<file path="config.mk">
export PLATFORM = sky130hd
export DESIGN_NAME = crossing_sequencer_flat
export DESIGN_NICKNAME = d
export VERILOG_FILES = /design/src/rtl/crossing_sequencer_if.sv /design/src/rtl/crossing_sequencer.sv /design/src/flat_wrapper.sv
export SDC_FILE = /design/constraint.sdc
export NUM_CORES = 1
export LEC_CHECK = 0
export BUFFER_PORTS_ARGS = -buffer_cell sky130_fd_sc_hd__buf_2
export CORE_UTILIZATION = 55
export CTS_BUF_LIST = sky130_fd_sc_hd__clkbuf_8
export DETAILED_ROUTE_END_ITERATION = 12
export PLACE_DENSITY = 0.88
export SYNTH_ARGS = -nofsm -noshare
export SYNTH_HDL_FRONTEND = slang
export SYNTH_SLANG_ARGS = --single-unit
</file>
<file path="constraint.sdc">
create_clock -name clk -period 7 [get_ports clk]
set_input_delay 0.7 -clock clk [delete_from_list [all_inputs] [get_ports clk]]
set_output_delay 0.7 -clock clk [all_outputs]
set_load 0.05 [all_outputs]
</file>
<file path="src/rtl/crossing_sequencer_if.sv">
// Sensor/predictor/gate bundle for the grade-crossing sequencer.
// master = environment side (sensors, predictor), slave = sequencer.
interface crossing_sequencer_if #(
  parameter int unsigned TW = 19
);
  logic          tick;
  logic          s1;
  logic          s2;
  logic          s3;
  logic [TW-1:0] pred_time;
  logic [TW-1:0] meas_time;
  logic          pred_start;
  logic          gate_close;
  logic          busy;
  logic [2:0]    state;
  logic          err;

  modport master (
    output tick, s1, s2, s3, pred_time,
    input  meas_time, pred_start, gate_close, busy, state, err
  );

  modport slave (
    input  tick, s1, s2, s3, pred_time,
    output meas_time, pred_start, gate_close, busy, state, err
  );
endinterface

</file>
<file path="src/rtl/crossing_sequencer.sv">
// Grade-crossing cycle sequencer: measures s1->s2, hands the interval to the
// arrival predictor, counts down its prediction and holds the gate until clear.
module crossing_sequencer #(
  parameter int unsigned TW         = 19,
  parameter int unsigned PRED_LAT   = 1,
  parameter int unsigned HOLD_TICKS = 500
) (
  input  logic                 clk,
  input  logic                 rst,
  crossing_sequencer_if.slave  bus
);

  localparam int unsigned   LW         = $clog2(PRED_LAT + 2);
  localparam logic [TW-1:0] CNT_MAX    = '1;
  localparam logic [TW-1:0] CNT_PRESAT = CNT_MAX - TW'(1);
  localparam logic [TW-1:0] HC_LAST    = TW'(HOLD_TICKS - 1);
  localparam logic [LW-1:0] LAT_LAST   = LW'(PRED_LAT);

  typedef enum logic [2:0] {
    S_IDLE    = 3'd0,
    S_MEASURE = 3'd1,
    S_PREDICT = 3'd2,
    S_WAIT    = 3'd3,
    S_CLOSED  = 3'd4,
    S_CLEAR   = 3'd5
  } state_e;

  state_e        r_state;
  logic [TW-1:0] r_cnt;
  logic [TW-1:0] r_dn;
  logic [TW-1:0] r_hc;
  logic [LW-1:0] r_lat;
  logic [TW-1:0] r_meas_time;
  logic          r_pred_start;
  logic          r_gate_close;
  logic          r_busy;
  logic          r_err;
  logic          r_s1_q;
  logic          r_s2_q;
  logic          r_s3_q;

  logic w_s1_rise;
  logic w_s2_rise;
  logic w_s3_rise;

  assign w_s1_rise = bus.s1 & ~r_s1_q;
  assign w_s2_rise = bus.s2 & ~r_s2_q;
  assign w_s3_rise = bus.s3 & ~r_s3_q;

  // Previous-sample registers for rise detection
  always_ff @(posedge clk or posedge rst) begin
    if (rst) begin
      r_s1_q <= 1'b0;
      r_s2_q <= 1'b0;
      r_s3_q <= 1'b0;
    end else begin
      r_s1_q <= bus.s1;
      r_s2_q <= bus.s2;
      r_s3_q <= bus.s3;
    end
  end

  // Sequencer FSM; busy and gate_close are registered alongside the state
  always_ff @(posedge clk or posedge rst) begin
    if (rst) begin
      r_state      <= S_IDLE;
      r_cnt        <= '0;
      r_dn         <= '0;
      r_hc         <= '0;
      r_lat        <= '0;
      r_meas_time  <= '0;
      r_pred_start <= 1'b0;
      r_gate_close <= 1'b0;
      r_busy       <= 1'b0;
      r_err        <= 1'b0;
    end else begin
      r_pred_start <= 1'b0;
      unique case (r_state)
        S_IDLE: begin
          if (w_s1_rise) begin
            r_state <= S_MEASURE;
            r_cnt   <= '0;
            r_err   <= 1'b0;
            r_busy  <= 1'b1;
          end
        end

        // s2 wins over a coincident tick; a zero count is reported as 1
        S_MEASURE: begin
          if (w_s2_rise) begin
            r_meas_time  <= (r_cnt == '0) ? TW'(1) : r_cnt;
            r_pred_start <= 1'b1;
            r_lat        <= '0;
            r_state      <= S_PREDICT;
          end else if (bus.tick) begin
            r_cnt <= r_cnt + TW'(1);
            if (r_cnt == CNT_PRESAT) begin
              r_err   <= 1'b1;
              r_state <= S_IDLE;
              r_busy  <= 1'b0;
            end
          end
        end

        S_PREDICT: begin
          if (r_lat == LAT_LAST) begin
            r_dn <= bus.pred_time;
            if (bus.pred_time == '0) begin
              r_state      <= S_CLOSED;
              r_gate_close <= 1'b1;
            end else begin
              r_state <= S_WAIT;
            end
          end else begin
            r_lat <= r_lat + LW'(1);
          end
        end

        // Early s3 is a safety override and closes immediately
        S_WAIT: begin
          if (w_s3_rise) begin
            r_state      <= S_CLOSED;
            r_gate_close <= 1'b1;
          end else if (bus.tick) begin
            if (r_dn <= TW'(1)) begin
              r_dn         <= '0;
              r_state      <= S_CLOSED;
              r_gate_close <= 1'b1;
            end else begin
              r_dn <= r_dn - TW'(1);
            end
          end
        end

        S_CLOSED: begin
          r_gate_close <= 1'b1;
          if (w_s3_rise) begin
            r_state <= S_CLEAR;
            r_hc    <= '0;
          end
        end

        S_CLEAR: begin
          if (w_s3_rise) begin
            r_hc <= '0;
          end else if (bus.tick) begin
            if (r_hc == HC_LAST) begin
              r_state      <= S_IDLE;
              r_gate_close <= 1'b0;
              r_busy       <= 1'b0;
            end else begin
              r_hc <= r_hc + TW'(1);
            end
          end
        end

        default: begin
          r_state      <= S_IDLE;
          r_gate_close <= 1'b0;
          r_busy       <= 1'b0;
        end
      endcase
    end
  end

  assign bus.meas_time  = r_meas_time;
  assign bus.pred_start = r_pred_start;
  assign bus.gate_close = r_gate_close;
  assign bus.busy       = r_busy;
  assign bus.state      = r_state;
  assign bus.err        = r_err;

endmodule

</file>
<file path="src/flat_wrapper.sv">
// flat-port wrapper written by rule: the top's interface ports become plain ports
module crossing_sequencer_flat 
#(
  parameter int unsigned TW         = 19,
  parameter int unsigned PRED_LAT   = 1,
  parameter int unsigned HOLD_TICKS = 500
)
  (clk, rst, bus_tick, bus_s1, bus_s2, bus_s3, bus_pred_time, bus_meas_time, bus_pred_start, bus_gate_close, bus_busy, bus_state, bus_err);
  crossing_sequencer_if #(.TW(TW)) bus_i ();
  input  logic clk;
  input  logic rst;
  input wire logic [$bits(bus_i.tick)-1:0] bus_tick;
  input wire logic [$bits(bus_i.s1)-1:0] bus_s1;
  input wire logic [$bits(bus_i.s2)-1:0] bus_s2;
  input wire logic [$bits(bus_i.s3)-1:0] bus_s3;
  input wire logic [$bits(bus_i.pred_time)-1:0] bus_pred_time;
  output wire logic [$bits(bus_i.meas_time)-1:0] bus_meas_time;
  output wire logic [$bits(bus_i.pred_start)-1:0] bus_pred_start;
  output wire logic [$bits(bus_i.gate_close)-1:0] bus_gate_close;
  output wire logic [$bits(bus_i.busy)-1:0] bus_busy;
  output wire logic [$bits(bus_i.state)-1:0] bus_state;
  output wire logic [$bits(bus_i.err)-1:0] bus_err;
  assign bus_i.tick = bus_tick;
  assign bus_i.s1 = bus_s1;
  assign bus_i.s2 = bus_s2;
  assign bus_i.s3 = bus_s3;
  assign bus_i.pred_time = bus_pred_time;
  assign bus_meas_time = bus_i.meas_time;
  assign bus_pred_start = bus_i.pred_start;
  assign bus_gate_close = bus_i.gate_close;
  assign bus_busy = bus_i.busy;
  assign bus_state = bus_i.state;
  assign bus_err = bus_i.err;
  crossing_sequencer #(.TW(TW), .PRED_LAT(PRED_LAT), .HOLD_TICKS(HOLD_TICKS)) u_core (.clk(clk), .rst(rst), .bus(bus_i));
endmodule
</file>
* Word-level counts from Yosys, hierarchy flattened *
Cells that the tools add are included.

storage, ports and cells
  bits in registers = 88
  bits of input ports = 25
  logic and storage cells = 125

cells by class
  add/sub/neg operators = 4
  order comparisons = 1
  equal/unequal tests = 28
  multiplexer cells = 53
  bitwise operators = 8
  reduce and logical (&&, ||, !) cells = 18

operators with widths
  operator                                                                 number
  19-bit 2-to-1 mux                                                        12
  19-bit one-hot mux with 2 select lines                                   3
  3-bit 2-to-1 mux                                                         13
  19-bit by 1-bit adder with 19-bit output (second input constant)         2
  19-bit logical NOT                                                       2
  19-bit == test (second input constant)                                   1
  19-bit by 9-bit == test with 1-bit output (second input constant)        1
  19-bit by 1-bit <= comparator with 1-bit output (second input constant)  1
  19-bit by 1-bit subtractor with 19-bit output (second input constant)    1
  1-bit 2-to-1 mux                                                         18
  3-bit one-hot mux with 6 select lines                                    1
  8-bit AND reduction                                                      2
  2-bit by 1-bit != test with 1-bit output (second input constant)         7
  2-bit != test (second input constant)                                    7
  3-bit by 2-bit != test with 1-bit output (second input constant)         4
  4-bit AND reduction                                                      3
  10-bit AND reduction                                                     1
  2-bit nonzero test                                                       4
  3-bit by 2-bit == test with 1-bit output (second input constant)         2
  3-bit == test (second input constant)                                    2
  3-bit by 1-bit != test with 1-bit output (second input constant)         2
  1-bit NOT                                                                5
  1-bit one-hot mux with 5 select lines                                    1
  5-bit AND reduction                                                      1
  13 further kinds                                                         16

* Depth between registers and ports, before layout *
  word-level depth = 5
  gate-level depth with buffers = 8

* Least setup slack after synthesis *
Ideal clock, no wire load.

  path kind = reg2reg
  from = register u_core.r_state[0], in the netlist u_core.bus.state[0]
  to = register u_core.r_cnt[18]
  setup time = 128 ps
  arrival time = 2336 ps
  setup slack = 4536 ps
  stages on the path, launching flop included = 8
  buffers on the path = 1
  clock period less this slack = 2464 ps
  cell sequence = dfrtp_1 > clkbuf_1 > or3b_2 > a211oi_4 > nand3_1 > nor4_1 > xnor2_1 > nor2_1

between the ends
  cells in the longest elaborated chain, start to end = 3
  elaborated cells on any way between the ends = 8
  classes of those cells = 4 x eq/ne; 1 x mux; 3 x reduce/logical

ends and longest elaborated chain
  element                                                                               line                      source
  start, declared                                                                       crossing_sequencer.sv:28  state_e r_state;
  start signal, assigned                                                                crossing_sequencer.sv:66  r_state <= S_IDLE;
  start signal, assigned                                                                crossing_sequencer.sv:81  r_state <= S_MEASURE;
  start signal, assigned                                                                crossing_sequencer.sv:94  r_state <= S_PREDICT;
  3-bit by 1-bit == test with 1-bit output / 3-bit logical NOT (equally long branches)  crossing_sequencer.sv:78  unique case (r_state)
  2-bit != test (no line) (tied with other cells)                                       n/a
  4-bit AND reduction (no line)                                                         n/a
  end signal, assigned                                                                  crossing_sequencer.sv:96  r_cnt <= r_cnt + TW'(1);
  end, declared                                                                         crossing_sequencer.sv:29  logic [TW-1:0] r_cnt;

Parallel ways exist; a longest one is shown, timed or not.
A chain may end at the register's enable or synchronous reset.

* Final worst setup path *
  from = register u_core.r_state[0], in the netlist u_core.bus.state[0]
  to = register u_core.r_cnt[14]

Same word-level chain as after synthesis.

==> flow_summary.ini <==
[status]
outcome = completed

[routing]
drcViolationCount = 0
detail_route.wl_per_cell_microns = 16.3
via_per_inst = 6.20
dr.pass1.iters = 5
drt_wl_total_microns = 11000
ant_nets = 0
drtIter0Drc = 354
vias = 4184

[final_layout]
multi_input_area_sq_um = 2310
instances_no_fill = 675
final_area_sq_um = 5160
final_cell_mix = dfrtp_1 (88), nand2_1 (69), nor2_1 (67)
drive_above_1_share = 0.144
layout_commonest_cell = dfrtp_1
num-fill-cells = 673
diodes = 0
nNetsFinal = 597
syn2layout_area_growth_pct = 10.8
regArea_sq_um = 2200

[global_route]
grt_start_max_net_pins = 89
antenna_found_initial = 0
grt.total_usage = 0.266
grt_pass1_vias = 3848
overflow = 0
grt_pass1_wl_microns = 18300

[sta]
rsz0062_at_grt = false
min_period_over_period = 0.403
finalMaxSlewViolations = 0
timing.hold.ws_ps = 453
max_freq_ghz = 0.355
relSlewSlack = 0.216
finClkSkew_ps = 10.0
setup_tns_ps = 0
setup_viol = 0
timing.final.crit_period_ps = 2820
worstMarginPinSlew_ps = 1180
finalHoldViolations = 0

[place]
numPortBuffers = 50
place_hpwl_microns = 7600
place.gp.congestion = 0.938
place_area_sq_um = 4980
dp.cells = 659

[power_and_ir_drop]
p_per_area_nw_per_um2 = 298
leakage_uw = 0.00240
ir_worst_vdd_mv = 0.135
total_power_uw = 1540

[setup_path]
cp.buffers_inverters = 0
crit_top_cell = nor2_1
path_cells = or3b_2, a211oi_4, nand2_1, nor2_1, nor2_1
crit_path_end_kind = flop
slowest_stage = nor2_1
cpLargestDelayFamily = simple AND/OR/NAND/NOR gates
crit_fanout = 18
crit_path_max_incr_delay_ps = 780
crit_path_start_kind = flop
worstSetupPathType = reg2reg
crit_arrival_ps = 3030
required_ps = 7210

[clocking]
clock_sinks = 88
numCtsBuffers = 9
cts.repair.resized = 0
htree_levels = 3
cts_setup_buffers = 0
cts_tree = done
cts_buffer_depth = 2
ctsHoldBuffers = 0
clk_pin_slew_worst_paths_ps = 90
clk_latency_ps = 360
cts-root-buf = clkbuf_8

[die]
coreArea_sq_um = 8220
die_w_microns = 94.0
die-area_sq_um = 8830
die_h_microns = 94.0
ioPinCount = 51
num_rows = 33
start_util = 0.566

[synthesis]
syn_nets = 554
postSynthCellCount = 522
synth.mux.area_fraction = 0.00645
synthAdderAreaFrac = 0.0188
synth_top_family_by_area = simple AND/OR/NAND/NOR gates
seq_area_frac_synth = 0.473
yosys_warnings = 0
synth-edff-count = 0
syn_avg_cell_area_sq_um = 8.91
syn_area_sq_um = 4650
synth_seq_cells = 88
synth-compound-area-share = 0.167
async_reset_ff_frac = 1.00
synth-xor-area-share = 0.0489
synth_flop_cell = dfrtp_1
synth-simple-area-share = 0.256
yosysUniqueCellTypes = 52

[job]
maxCapViolations = 0

[worst_hold_path]
holdCritPathClass = in2reg
==> cell type report <==
type | count | area share
multi-input cells | 398 | 0.449
flip-flops and latches | 88 | 0.427
repair buffers | 53 | 0.0529
clock buffers | 10 | 0.0267
well taps | 105 | 0.0255
inverters | 15 | 0.0112
clock inverters | 6 | 0.00801
==> stage by stage <==
stage               utilization  setup WS (ps)
floorplan                     -           4020
global placement          0.606           4190
detailed placement        0.606           4060
CTS                       0.628           4240
global route              0.628           4010
finish                    0.628           4180
==> state kept, by name, summed over array words and instances (netlist names) <==
name / count
u_core.bus.busy: 1
u_core.bus.err: 1
u_core.bus.gate_close: 1
u_core.bus.meas_time: 19
u_core.bus.pred_start: 1
u_core.bus.state: 3
u_core.r_cnt: 19
u_core.r_dn: 19
u_core.r_hc: 19
u_core.r_lat: 2
u_core.r_s1_q: 1
u_core.r_s2_q: 1
u_core.r_s3_q: 1
==> report_power, final <==
part | switching, uW | leakage, uW | total (uW) | internal, uW
Combinational | 333 | 0.00113 | 512 | 179
Clock | 190 | 0.0000968 | 330 | 140
Sequential | 106 | 0.00118 | 695 | 589
Total | 628 | 0.00240 | 1540 | 909
==> cells by family after synthesis <==
family / count (synthesis)
AO/OA/AOI/OAI: 118
XOR/XNOR: 26
adder cells (fa/ha/maj): 7
buffers and inverters: 36
flip-flops: 88
multiplexers: 2
AND/OR/NAND/NOR: 245
==> worst paths after layout <==
path                                                 startpoint  slack, ps                                    to  cells past startpoint
setup / recovery                u_core.bus.state[0]$_DFFE_PP0P_       4180          u_core.r_cnt[14]$_DFFE_PP0P_                      5
hold / removal                                           bus_s2        450               u_core.r_s2_q$_DFF_PP0_                      1
setup reg to reg                u_core.bus.state[0]$_DFFE_PP0P_       4180          u_core.r_cnt[14]$_DFFE_PP0P_                      5
hold reg to reg            u_core.bus.meas_time[15]$_DFFE_PP0P_        470  u_core.bus.meas_time[15]$_DFFE_PP0P_                      2
max in group asynchronous                                   rst       5620           u_core.bus.busy$_DFFE_PP0P_                      3
min in group asynchronous                                   rst        670   u_core.bus.meas_time[0]$_DFFE_PP0P_                      3
==> worst reg2reg max path, cell delays in order, from the launching register on <==
cell and delay [ps]:
dfrtp_1 560, or3b_2 570, a211oi_4 380, nand2_1 260, nor2_1 780, nor2_1 140
==> cell usage after synthesis, types with 3 or more instances <==
cell       instances  area share
or2_2              3      0.0040
nor4_1            16       0.022
or4_1              3      0.0048
nand3_1           24       0.026
a31oi_1            3      0.0040
a22oi_1            6      0.0097
dfrtp_1           88        0.47
nand2_1           69       0.056
a22o_1             9       0.017
clkbuf_1          20       0.016
nor2_1            67       0.054
and3_1             8       0.011
nor2b_1            7      0.0094
o2111ai_1          4      0.0075
o21ai_0           45       0.048
nand2b_1           7      0.0094
and4_1             4      0.0075
xor2_1            14       0.026
nor3_1            15       0.016
inv_1             15       0.012
nand4_1            9       0.012
xnor2_1           12       0.023
a32oi_1            4      0.0075
a21oi_1           22       0.024
ha_1               7       0.019
o31ai_1            4      0.0065
==> layer usage <==
| metal | vias to the layer above | global-route usage | wire [microns] |
|---|---|---|---|
| li1 | 1943 | - | - |
| met1 | 2029 | 0.366 | 4690 |
| met2 | 182 | 0.408 | 5280 |
| met3 | 30 | 0.0566 | 747 |
| met4 | 0 | 0.112 | 268 |
| met5 | - | 0 | 0 |
Note: power is estimated with default switching activity, not from simulation.
